[config.mk]
export PLATFORM = sky130hd
export DESIGN_NAME = prog_timer
export DESIGN_NICKNAME = d
export VERILOG_FILES = /design/src/rtl/prog_timer.sv
export SDC_FILE = /design/constraint.sdc
export NUM_CORES = 1
export LEC_CHECK = 0
export BUFFER_PORTS_ARGS = -buffer_cell sky130_fd_sc_hd__buf_2
export CORE_MARGIN = 2
export CORE_UTILIZATION = 53
export DETAILED_ROUTE_END_ITERATION = 10
export HOLD_SLACK_MARGIN = 0.1
export PLACE_DENSITY = 0.76
export SLEW_MARGIN = 20
export SYNTH_ARGS = -nofsm -noshare
export SYNTH_HDL_FRONTEND = slang
export SYNTH_SLANG_ARGS = --single-unit
export TNS_END_PERCENT = 10
[constraint.sdc]
create_clock -name clk -period 7.1 [get_ports clk]
set_clock_uncertainty 0.2 [all_clocks]
set_input_delay 0.355 -clock clk [delete_from_list [all_inputs] [get_ports clk]]
set_output_delay 0.355 -clock clk [all_outputs]
set_load 0.005 [all_outputs]
[src/rtl/prog_timer.sv]
// prog_timer: programmable interval timer with runtime terminal count,
// up/down direction, one-shot or periodic mode, clock prescaler,
// pause, abort and a done flag. All outputs are registered.
module prog_timer #(
   parameter int WIDTH     = 8,
   parameter int PRE_WIDTH = 4
) (
   input  logic                 clk,
   input  logic                 reset,
   input  logic                 start,
   input  logic                 stop,
   input  logic                 pause,
   input  logic                 mode,
   input  logic                 dir,
   input  logic [WIDTH-1:0]     term_cnt,
   input  logic [PRE_WIDTH-1:0] prescale,
   output logic [WIDTH-1:0]     count,
   output logic                 timer,
   output logic                 busy,
   output logic                 done
);

   typedef enum logic [1:0] {
      IDLE   = 2'd0,
      RUN    = 2'd1,
      PAUSED = 2'd2,
      DONE   = 2'd3
   } state_t;

   localparam logic [WIDTH-1:0]     CNT_ONE = WIDTH'(1);
   localparam logic [PRE_WIDTH-1:0] PRE_ONE = PRE_WIDTH'(1);

   state_t               state;
   logic [PRE_WIDTH-1:0] pre_cnt;
   logic                 mode_l;
   logic                 dir_l;
   logic [WIDTH-1:0]     term_l;
   logic [PRE_WIDTH-1:0] pre_l;

   // Tick and terminal detection from the current registered values.
   logic tick;
   logic terminal;
   assign tick     = (pre_cnt == pre_l);
   assign terminal = dir_l ? (count == '0) : (count == term_l);

   // Timer state machine: priority reset > stop > start > pause > tick.
   always_ff @(posedge clk) begin
      // NOTE: sequential state uses non-blocking assignments only, so every
      // read in this block sees the value from before the edge.
      if (reset) begin
         state   <= IDLE;
         count   <= '0;
         pre_cnt <= '0;
         timer   <= 1'b0;
         busy    <= 1'b0;
         done    <= 1'b0;
         mode_l  <= 1'b0;
         dir_l   <= 1'b0;
         term_l  <= '0;
         pre_l   <= '0;
      end else if (stop) begin
         // Abort wins over a coincident terminal tick: no pulse.
         state   <= IDLE;
         count   <= '0;
         pre_cnt <= '0;
         timer   <= 1'b0;
         busy    <= 1'b0;
         done    <= 1'b0;
      end else if (start) begin
         // (Re)start from any state; configuration is frozen until the next start.
         mode_l  <= mode;
         dir_l   <= dir;
         term_l  <= term_cnt;
         pre_l   <= prescale;
         pre_cnt <= '0;
         count   <= dir ? term_cnt : '0;
         state   <= RUN;
         timer   <= 1'b0;
         busy    <= 1'b1;
         done    <= 1'b0;
      end else begin
         timer <= 1'b0;
         case (state)
            RUN, PAUSED: begin
               if (pause) begin
                  state <= PAUSED;
               end else begin
                  state <= RUN;
                  if (tick) begin
                     pre_cnt <= '0;
                     if (terminal) begin
                        timer <= 1'b1;
                        if (mode_l) begin
                           // Periodic: reload and keep running.
                           count <= dir_l ? term_l : '0;
                        end else begin
                           // One-shot: count holds its terminal value.
                           state <= DONE;
                           busy  <= 1'b0;
                           done  <= 1'b1;
                        end
                     end else begin
                        count <= dir_l ? (count - CNT_ONE) : (count + CNT_ONE);
                     end
                  end else begin
                     pre_cnt <= pre_cnt + PRE_ONE;
                  end
               end
            end
            default: ;  // IDLE and DONE hold everything
         endcase
      end
   end

endmodule

==> metrics list, run 1 <==
- Result of the run: finished clean
- Entering global routing, the biggest net connects 26 pins.
- Wire length of the first global-routing pass: 7880 microns
* Die H: 62.5 microns
- Final setup violating endpoints: 0
* Number of post-CTS setup repair buffers: 0
- Clock H-tree levels: 2
* Sum of negative setup slack: 0 ns
* Most common cell type on the critical path: sky130_fd_sc_hd__o21ai_0
- Number of global-route vias before repair: 1673
* Net count of the mapped netlist: 255
* Slew at the pin with the worst max-slew slack: 0.993 ns
- Number of iterations in the first detailed-routing pass: 4
* DRC errors left: 0
- The die covers 3910 sq um.
* Overall global routing resource usage: 25.5%
* Share of power burned in registers: 46.0%
- Synthesized cell area: 1820 sq um
- Placer congestion estimate: 0.903
- Post-Syn Area per Cell: 7.96 sq um
- Startpoint of the lowest-slack hold path: pause
- Cell family with the largest share of critical-path delay: simple AND/OR/NAND/NOR gates
- TritonCTS built the clock tree.
- Latest clock arrival within the worst-skew pair: 0.34 ns
- The critical path is of the reg2reg type.
* Critical Path End Type: register
* Count of buffers from port buffering: 29
- Overall via count from detail_route: 1751
* Logic depth of the worst path, buffers included: 6
- In the synthesized netlist the dominant register cell turns out to be sky130_fd_sc_hd__dfxtp_1.
* Highest-utilization routing layer at the global route stage: met2
- Async S/R FF share, synth: 0%
* Grt total ovfl: 0
- Once the floorplan was initialized, standard cells occupied 54.8% of the core.
- After clock tree synthesis, the clock-pin slew on the worst setup and hold paths is 0.10 ns.
* Top library cells by usage in the layout, fill and taps aside: sky130_fd_sc_hd__nand2_1 (46), sky130_fd_sc_hd__dfxtp_1 (31), sky130_fd_sc_hd__a21oi_1 (29), sky130_fd_sc_hd__buf_2 (29), sky130_fd_sc_hd__nor2_1 (16)
- In the final design database the tool counted 296 nets.
* Max Slew Vio Count: 0
- Worst hold path type: in2reg
- Number of enable-type register cells in the synthesized netlist: 0
- Final worst path period share: 35.0%
* Internal Dissipation: 297 uW
- Data on the critical path is required at its endpoint by 7.12 ns.
* Rel. slew slack: 33.7%
- For met3 alone, demand over resource in global routing was 6.67%.
- The floorplan has 21 rows.
- Worst EP arrival: 2.50 ns
- For this block, the initial DRC count from the detailed router was 118.
- After floorplanning, the core was sized to cover 3310 sq um.
- The finished cells cover 2200 sq um.
* Count of cells along the worst hold path: 4
- The hold violation count in the final report was 0.
- The number of antenna diodes in the final layout is 0.
- Standby leakage power: 0.000895 uW
- Worst Setup EP: count[5]$_SDFFE_PP0P_
- Counting every sink on the clock net gives 31.
* Psw: 115 uW
- The worst register-to-register path has a setup slack of 4.61 ns.
- Register bit count reported by yosys: 31
- Global routing used 40.9% of the available met2 tracks.
* Via density per instance: 5.54
* Net switching share of the total power: 27.9%
* I/O pin count: 30
- For this block, the routed nets add up to 4580 microns of wire.
- Worst reg2reg path depth: 6
* Worst reg2reg path endpoint: count[5]$_SDFFE_PP0P_
* Global routing met1 resource utilization: 34.2%
* Ratio of cells with drive above 1 in the final layout: 18.5%
- The library cell used most frequently in the layout, excluding fill and tap cells, is sky130_fd_sc_hd__nand2_1.
* RSZ-0062 raised after global routing: false
* Die W: 62.5 microns
- Dividing total power by cell area gives a power density of 187 nW/um^2.
* Total placed instance area: 1980 sq um
- Relative to the synthesized area, the layout overhead comes to 21.0%.
- After detailed routing, the average wire length per cell comes to 14.5 microns.
- The initial antenna violation count is 0.
- Cell breakdown of the critical path: or4b_4, or3_4, o31ai_2, o21ai_0, o21ai_0, a211oi_1
- Root cell of the clock tree: sky130_fd_sc_hd__clkbuf_4
- Critical-path cell with the highest stage delay: sky130_fd_sc_hd__dfxtp_1
* First element of the critical path: dir_l$_SDFFE_PP0P_
- Together, buffers and inverters on the worst path number 0.
* Type of element launching the critical path: register
- Combinational Power Share: 18.1%
- Synthesis produced a netlist whose cell count is 228.
* Max_cap viols: 0
- The clock network burns 35.9% of the power.
- For the finished layout, the period the worst path requires is 2.49 ns.
* FF-to-FF Start: dir_l$_SDFFE_PP0P_
- Sequential elements use 34.2% of the synthesized area.
- Deepest clock path buffer count: 2
- Timing-limited maximum frequency: 402 MHz
- Detail Route Antenna Nets: 0
- In this run, CTS created clock tree buffers numbering 5.
- In this design, the stage delay of the slowest critical-path cell is 0.56 ns.
* Syn. warnings: 0
- Detailed-placement wirelength estimate: 3150 microns
* Maximum VDD drop: 0.131 mV
* Number of library cell types mapped by synthesis: 44
* Largest driver fanout on the critical path: 10
==> through the flow <==
stage | total power, uW | util [%] | instances | hold WS (ns) | setup slack (ns)
after floorplan | 241 | - | 228 | 0.248 | 4.85
after global placement | 259 | 59.8 | 295 | 0.252 | 4.71
after detailed placement | 260 | 59.8 | 295 | 0.268 | 4.63
after CTS | 410 | 66.4 | 316 | 0.124 | 4.62
after global routing | 431 | 66.4 | 316 | 0.127 | 4.43
final | 412 | 66.4 | 316 | 0.125 | 4.61
==> cell families after synthesis <==
| kind of cell | after synthesis | synth area share, % |
|---|---|---|
| simple gates | 90 | 23.4 |
| compound gates | 67 | 23.9 |
| flops | 31 | 34.2 |
| xor+xnor | 20 | 9.65 |
| buf+inv | 12 | 2.89 |
| fa+ha+maj | 8 | 5.93 |
==> registers in the layout, indices dropped and copies added (netlist names) <==
signal	flops
term_l	8
state	2
count	8
mode_l	1
dir_l	1
busy	1
timer	1
pre_l	4
done	1
pre_cnt	4
==> worst min path at each step <==
| stage | to |
|---|---|
| floorplan | pre_l[0]$_SDFFE_PP0P_ |
| global placement | busy$_SDFFE_PP0P_ |
| detailed placement | pre_l[0]$_SDFFE_PP0P_ |
| CTS | state[0]$_SDFFE_PP0P_ |
| global route | state[0]$_SDFFE_PP0P_ |
| finish | state[0]$_SDFFE_PP0P_ |
==> power groups by stage <==
stage               combinational (uW)  clock, uW  sequential, uW
floorplan                         50.0          0             191
global placement                  66.4          0             193
detailed placement                67.3          0             193
CTS                               74.1        147             189
global route                      83.6        158             190
finish                            74.7        148             189
==> tightest hold or removal path, cell delays in order <==
cell,delay [ns]
sky130_fd_sc_hd__buf_2,0.10
sky130_fd_sc_hd__a21oi_1,0.06
sky130_fd_sc_hd__nor2_1,0.08
sky130_fd_sc_hd__nor2_1,0.04
==> repair_timing <==
item,in CTS,in global routing
endpoints found under the setup margin,0,0
hold buffers,13,0
endpoints found under the hold margin,13,0
gates resized for setup,0,0
==> area by class of cell <==
class / count / area (sq um)
Clock buffer: 6 / 51.3
Inverter: 4 / 15.0
Multi-Input combinational cell: 185 / 1140
Tap cell: 46 / 57.6
Fill cell: 306 / 1110
Sequential cell: 31 / 621
Timing Repair Buffer: 42 / 275
Clock inverter: 2 / 35.0
==> synth_stat cells, types with 2 or more instances <==
cell type / count / area share [%]
sky130_fd_sc_hd__nor2b_1: 3 / 1.0
sky130_fd_sc_hd__or3_1: 2 / 0.69
sky130_fd_sc_hd__o21ai_0: 14 / 3.9
sky130_fd_sc_hd__o2111ai_1: 2 / 0.97
sky130_fd_sc_hd__o211ai_1: 3 / 1.2
sky130_fd_sc_hd__xor2_1: 9 / 4.3
sky130_fd_sc_hd__nand3_1: 6 / 1.7
sky130_fd_sc_hd__nand2b_1: 2 / 0.69
sky130_fd_sc_hd__nor3_1: 3 / 0.83
sky130_fd_sc_hd__a21oi_1: 29 / 8.0
sky130_fd_sc_hd__nand4_1: 2 / 0.69
sky130_fd_sc_hd__dfxtp_1: 31 / 34
sky130_fd_sc_hd__ha_1: 7 / 4.8
sky130_fd_sc_hd__nand2_1: 46 / 9.5
sky130_fd_sc_hd__nor2_1: 16 / 3.3
sky130_fd_sc_hd__xnor2_1: 11 / 5.3
sky130_fd_sc_hd__nor4_1: 2 / 0.69
sky130_fd_sc_hd__o21a_1: 2 / 0.83
sky130_fd_sc_hd__a211oi_1: 3 / 1.2
sky130_fd_sc_hd__or2_2: 2 / 0.69
sky130_fd_sc_hd__clkbuf_1: 7 / 1.4
sky130_fd_sc_hd__inv_1: 4 / 0.83
==> routing by layer <==
metal,vias up,share of wire (%)
met2,67,46
met4,0,1.0
met1,795,46
met3,5,6.4
met5,-,0
li1,884,-
Note: power is estimated with default switching activity, not from simulation.
==> run 2: changes to the inputs <==
==> constraint.sdc (replaced) <==
create_clock -name clk -period 2.4 [get_ports clk]
set_clock_uncertainty 0.2 [all_clocks]
set_input_delay 0.12 -clock clk [delete_from_list [all_inputs] [get_ports clk]]
set_output_delay 0.12 -clock clk [all_outputs]
set_load 0.005 [all_outputs]
==> run 2 against run 1 <==
  * Cell count increased by 10%
  * Utilization increased by 9.4 points
  * Sequential share of layout area decreased by 3.4 points
  * Worst setup slack got worse by 4.5 ns
  * Sequential power increased to 2.9 times the previous value
  * Critical path depth increased by 2
  * Flip-flop and latch count unchanged
  * Non-clock buffer count increased by 33
  * Power increased to 2.8 times the previous value
  * Cell area increased by 14%
  * Largest power group unchanged
  * Highest routed layer unchanged
==> metrics list, run 2 (synthesis results as in run 1) <==
- Antenna violations before repair: 0 (unchanged)
* Worst hold path type: in2reg (unchanged)
- Worst reg2reg path depth: 6 (unchanged)
- Number of global-route vias before repair: 1915 (was 1673)
* Largest net degree at the start of global routing: 26 (unchanged)
- DRC errors left: 0 (unchanged)
* Clock tree from TritonCTS: done (unchanged)
- The number of vias in the routed layout came to 1949 (was 1751).
- Final critical delay including setup and external delays: 2.31 ns
* Number of iterations in the first detailed-routing pass: 4 (unchanged)
- Detail Route Antenna Nets: 0 (unchanged)
* Number of cells after detailed placement: 303 (was 295)
* Die W: 62.5 microns (unchanged)
- The clock input transition at the sequential cells of the worst setup and hold paths is 0.10 ns (about the same).
* Final instance count without filler cells: 348 (was 316)
* Most frequent standard cell in the layout excluding fill and tap cells: sky130_fd_sc_hd__nand2_1 (unchanged)
- The number of I/O port buffers was 29 (unchanged).
- DRT Wirelength: 5090 microns (was 4580 microns)
- Clock buffer count from CTS: 5 (unchanged)
- Via density per instance: 5.60 (was 5.54)
- Category of the most critical setup path: in2reg (was reg2reg)
- Antenna diode instance count: 0 (unchanged)
* Max Slew Vio Count: 0 (unchanged)
- RSZ-0062 raised after global routing: false (unchanged).
- The first-pass GRT wire length was 8830 microns (was 7880 microns).
- Endpoint required time on the critical path: 2.48 ns (was 7.12 ns)
- The remaining global-route overflow was 0 (unchanged).
* Timing-limited maximum frequency: 433 MHz
- The leakage power total is 0.00106 uW (was 0.000895 uW).
* Initial core utilization: 54.8% (unchanged)
* Final hold violation count: 0 (unchanged)
- Slew at the pin with the worst max-slew slack: 0.560 ns (was 0.993 ns)
* Type of element launching the critical path: primary input (was register)
* Number of nets in the finished design: 329 (was 296)
- The area added between synthesis and finish was 38.1% (was 21.0%).
- The post-route core utilization came to 75.7% (was 66.4%).
- Design Area, Final: 2510 sq um (was 2200 sq um)
- Latest clock arrival within the worst-skew pair: 0.34 ns (about the same)
- Final setup violating endpoints: 0 (unchanged)
- Dividing the final minimum period by the clock period gives 96.3%.
- The share of final-layout standard cells stronger than drive strength 1 came to 19.9% (was 18.5%).
- The floorplan core area came to 3310 sq um (unchanged).
- The weighted congestion at the end of routability-driven global placement is 0.895 (was 0.903).
* Root cell of the clock tree: sky130_fd_sc_hd__clkbuf_4 (unchanged)
- The worst endpoint data arrival time came to 2.39 ns (was 2.50 ns).
- The worst vdd rail ir drop came to 0.365 mV (was 0.131 mV).
- The routed wire length per instance came to 14.6 microns (was 14.5 microns).
* Clock Sink Count: 31 (unchanged)
- Sum of negative setup slack: 0 ns (unchanged)
- Result of the run: finished clean (unchanged)
- Top library cells by usage in the layout, fill and taps aside: sky130_fd_sc_hd__nand2_1 (46), sky130_fd_sc_hd__dlygate4sd3_1 (38), sky130_fd_sc_hd__dfxtp_1 (30) (was sky130_fd_sc_hd__nand2_1 (46), sky130_fd_sc_hd__dfxtp_1 (31), sky130_fd_sc_hd__a21oi_1 (29), sky130_fd_sc_hd__buf_2 (29), sky130_fd_sc_hd__nor2_1 (16)).
* Power density normalized to cell area: 461 nW/um^2 (was 187 nW/um^2)
- The overall die area is 3910 sq um (unchanged).
- The number of design-rule violations left by the first detailed-router iteration is 132 (was 118).
* Top flop regs: count x8, term_l x8 (unchanged)
* I/O pin count: 30 (unchanged)
- The number of core rows came to 21 (unchanged).
* Rel. slew slack: 62.7% (was 33.7%)
- Max_cap viols: 0 (unchanged)
* Deepest clock path buffer count: 2 (unchanged)
- Die H: 62.5 microns (unchanged)
* Clock H-tree levels: 2 (unchanged)
* Number of post-CTS setup repair buffers: 0 (unchanged)
* Total placed instance area: 2040 sq um (was 1980 sq um)
* Count of cells along the worst hold path: 3 (was 4)
- Largest driver fanout on the critical path: 14 (was 10)
- The detailed placement HPWL is 3260 microns (was 3150 microns).
* Critical Path End Type: register (unchanged)
- Overall global routing resource usage: 28.0% (was 25.5%)
run 2: cell types whose count changed in the layout (fill, tap and decap cells not counted), sizes merged:
cell / delta
bufinv: -1
buf: +8
dlygate4sd3: +25
run 2: layer usage:
layer	wire length (microns)	GRT usage, %	vias to the layer above	part of all wire, %
met2	2390	48.3	82	47
met5	0	0	-	0
li1	-	-	957	-
met3	369	3.96	18	7.3
met1	2240	36.3	892	44
met4	86	8.89	0	1.7
run 2: final timing paths:
path | from | to | slack (ns)
max | stop | term_l[4]$_SDFFE_PP0P_ | 0.09
min | reset | count[5]$_SDFFE_PP0P_ | 0.14
max reg2reg | dir_l$_SDFFE_PP0P_ | count[2]$_SDFFE_PP0P_ | 0.09
min reg2reg | busy$_SDFFE_PP0P_ | busy$_SDFFE_PP0P_ | 0.27
run 2: critical path: stages:
cell and delay, ns:
sky130_fd_sc_hd__dlygate4sd3_1 0.53, sky130_fd_sc_hd__buf_2 0.15, sky130_fd_sc_hd__nor2b_2 0.12, sky130_fd_sc_hd__buf_6 0.16, sky130_fd_sc_hd__nand2_1 0.07, sky130_fd_sc_hd__dlygate4sd3_1 0.55
sky130_fd_sc_hd__a21oi_1 0.13, sky130_fd_sc_hd__dlygate4sd3_1 0.55
run 2: what timing repair did:
action / in CTS / in global routing
hold buffers: 38 / 0
endpoints found under the hold margin: 28 / 0
resized for setup: 0 / 8
setup endpoints to repair: 0 / 10
run 2: final cells by class:
type | count | area [sq um]
clock buffer | 6 | 51.3
clock inverter | 1 | 5.00
fill | 246 | 803
inverter | 4 | 15.0
multi-input combinational | 185 | 1170
sequential | 31 | 622
tap | 46 | 57.6
timing repair buffer | 75 | 589
run 2: stage by stage:
stage               setup slack [ns]  hold slack [ns]  power [uW]
detailed placement           0.00325            0.166         783
CTS                           0.0243            0.158        1130
global route                  0.0212            0.174        1210
finish                        0.0896            0.140        1160
floorplan                      0.152           0.0560         713
global placement               0.136            0.164         779
run 2: report_power, final:
| group | total [uW] | internal (uW) | switching, uW | leakage [uW] |
|---|---|---|---|---|
| clock | 320 | 136 | 185 | 0.0000341 |
| sequential | 557 | 534 | 23.2 | 0.000253 |
| combinational | 279 | 136 | 143 | 0.000769 |
| total | 1160 | 805 | 351 | 0.00106 |
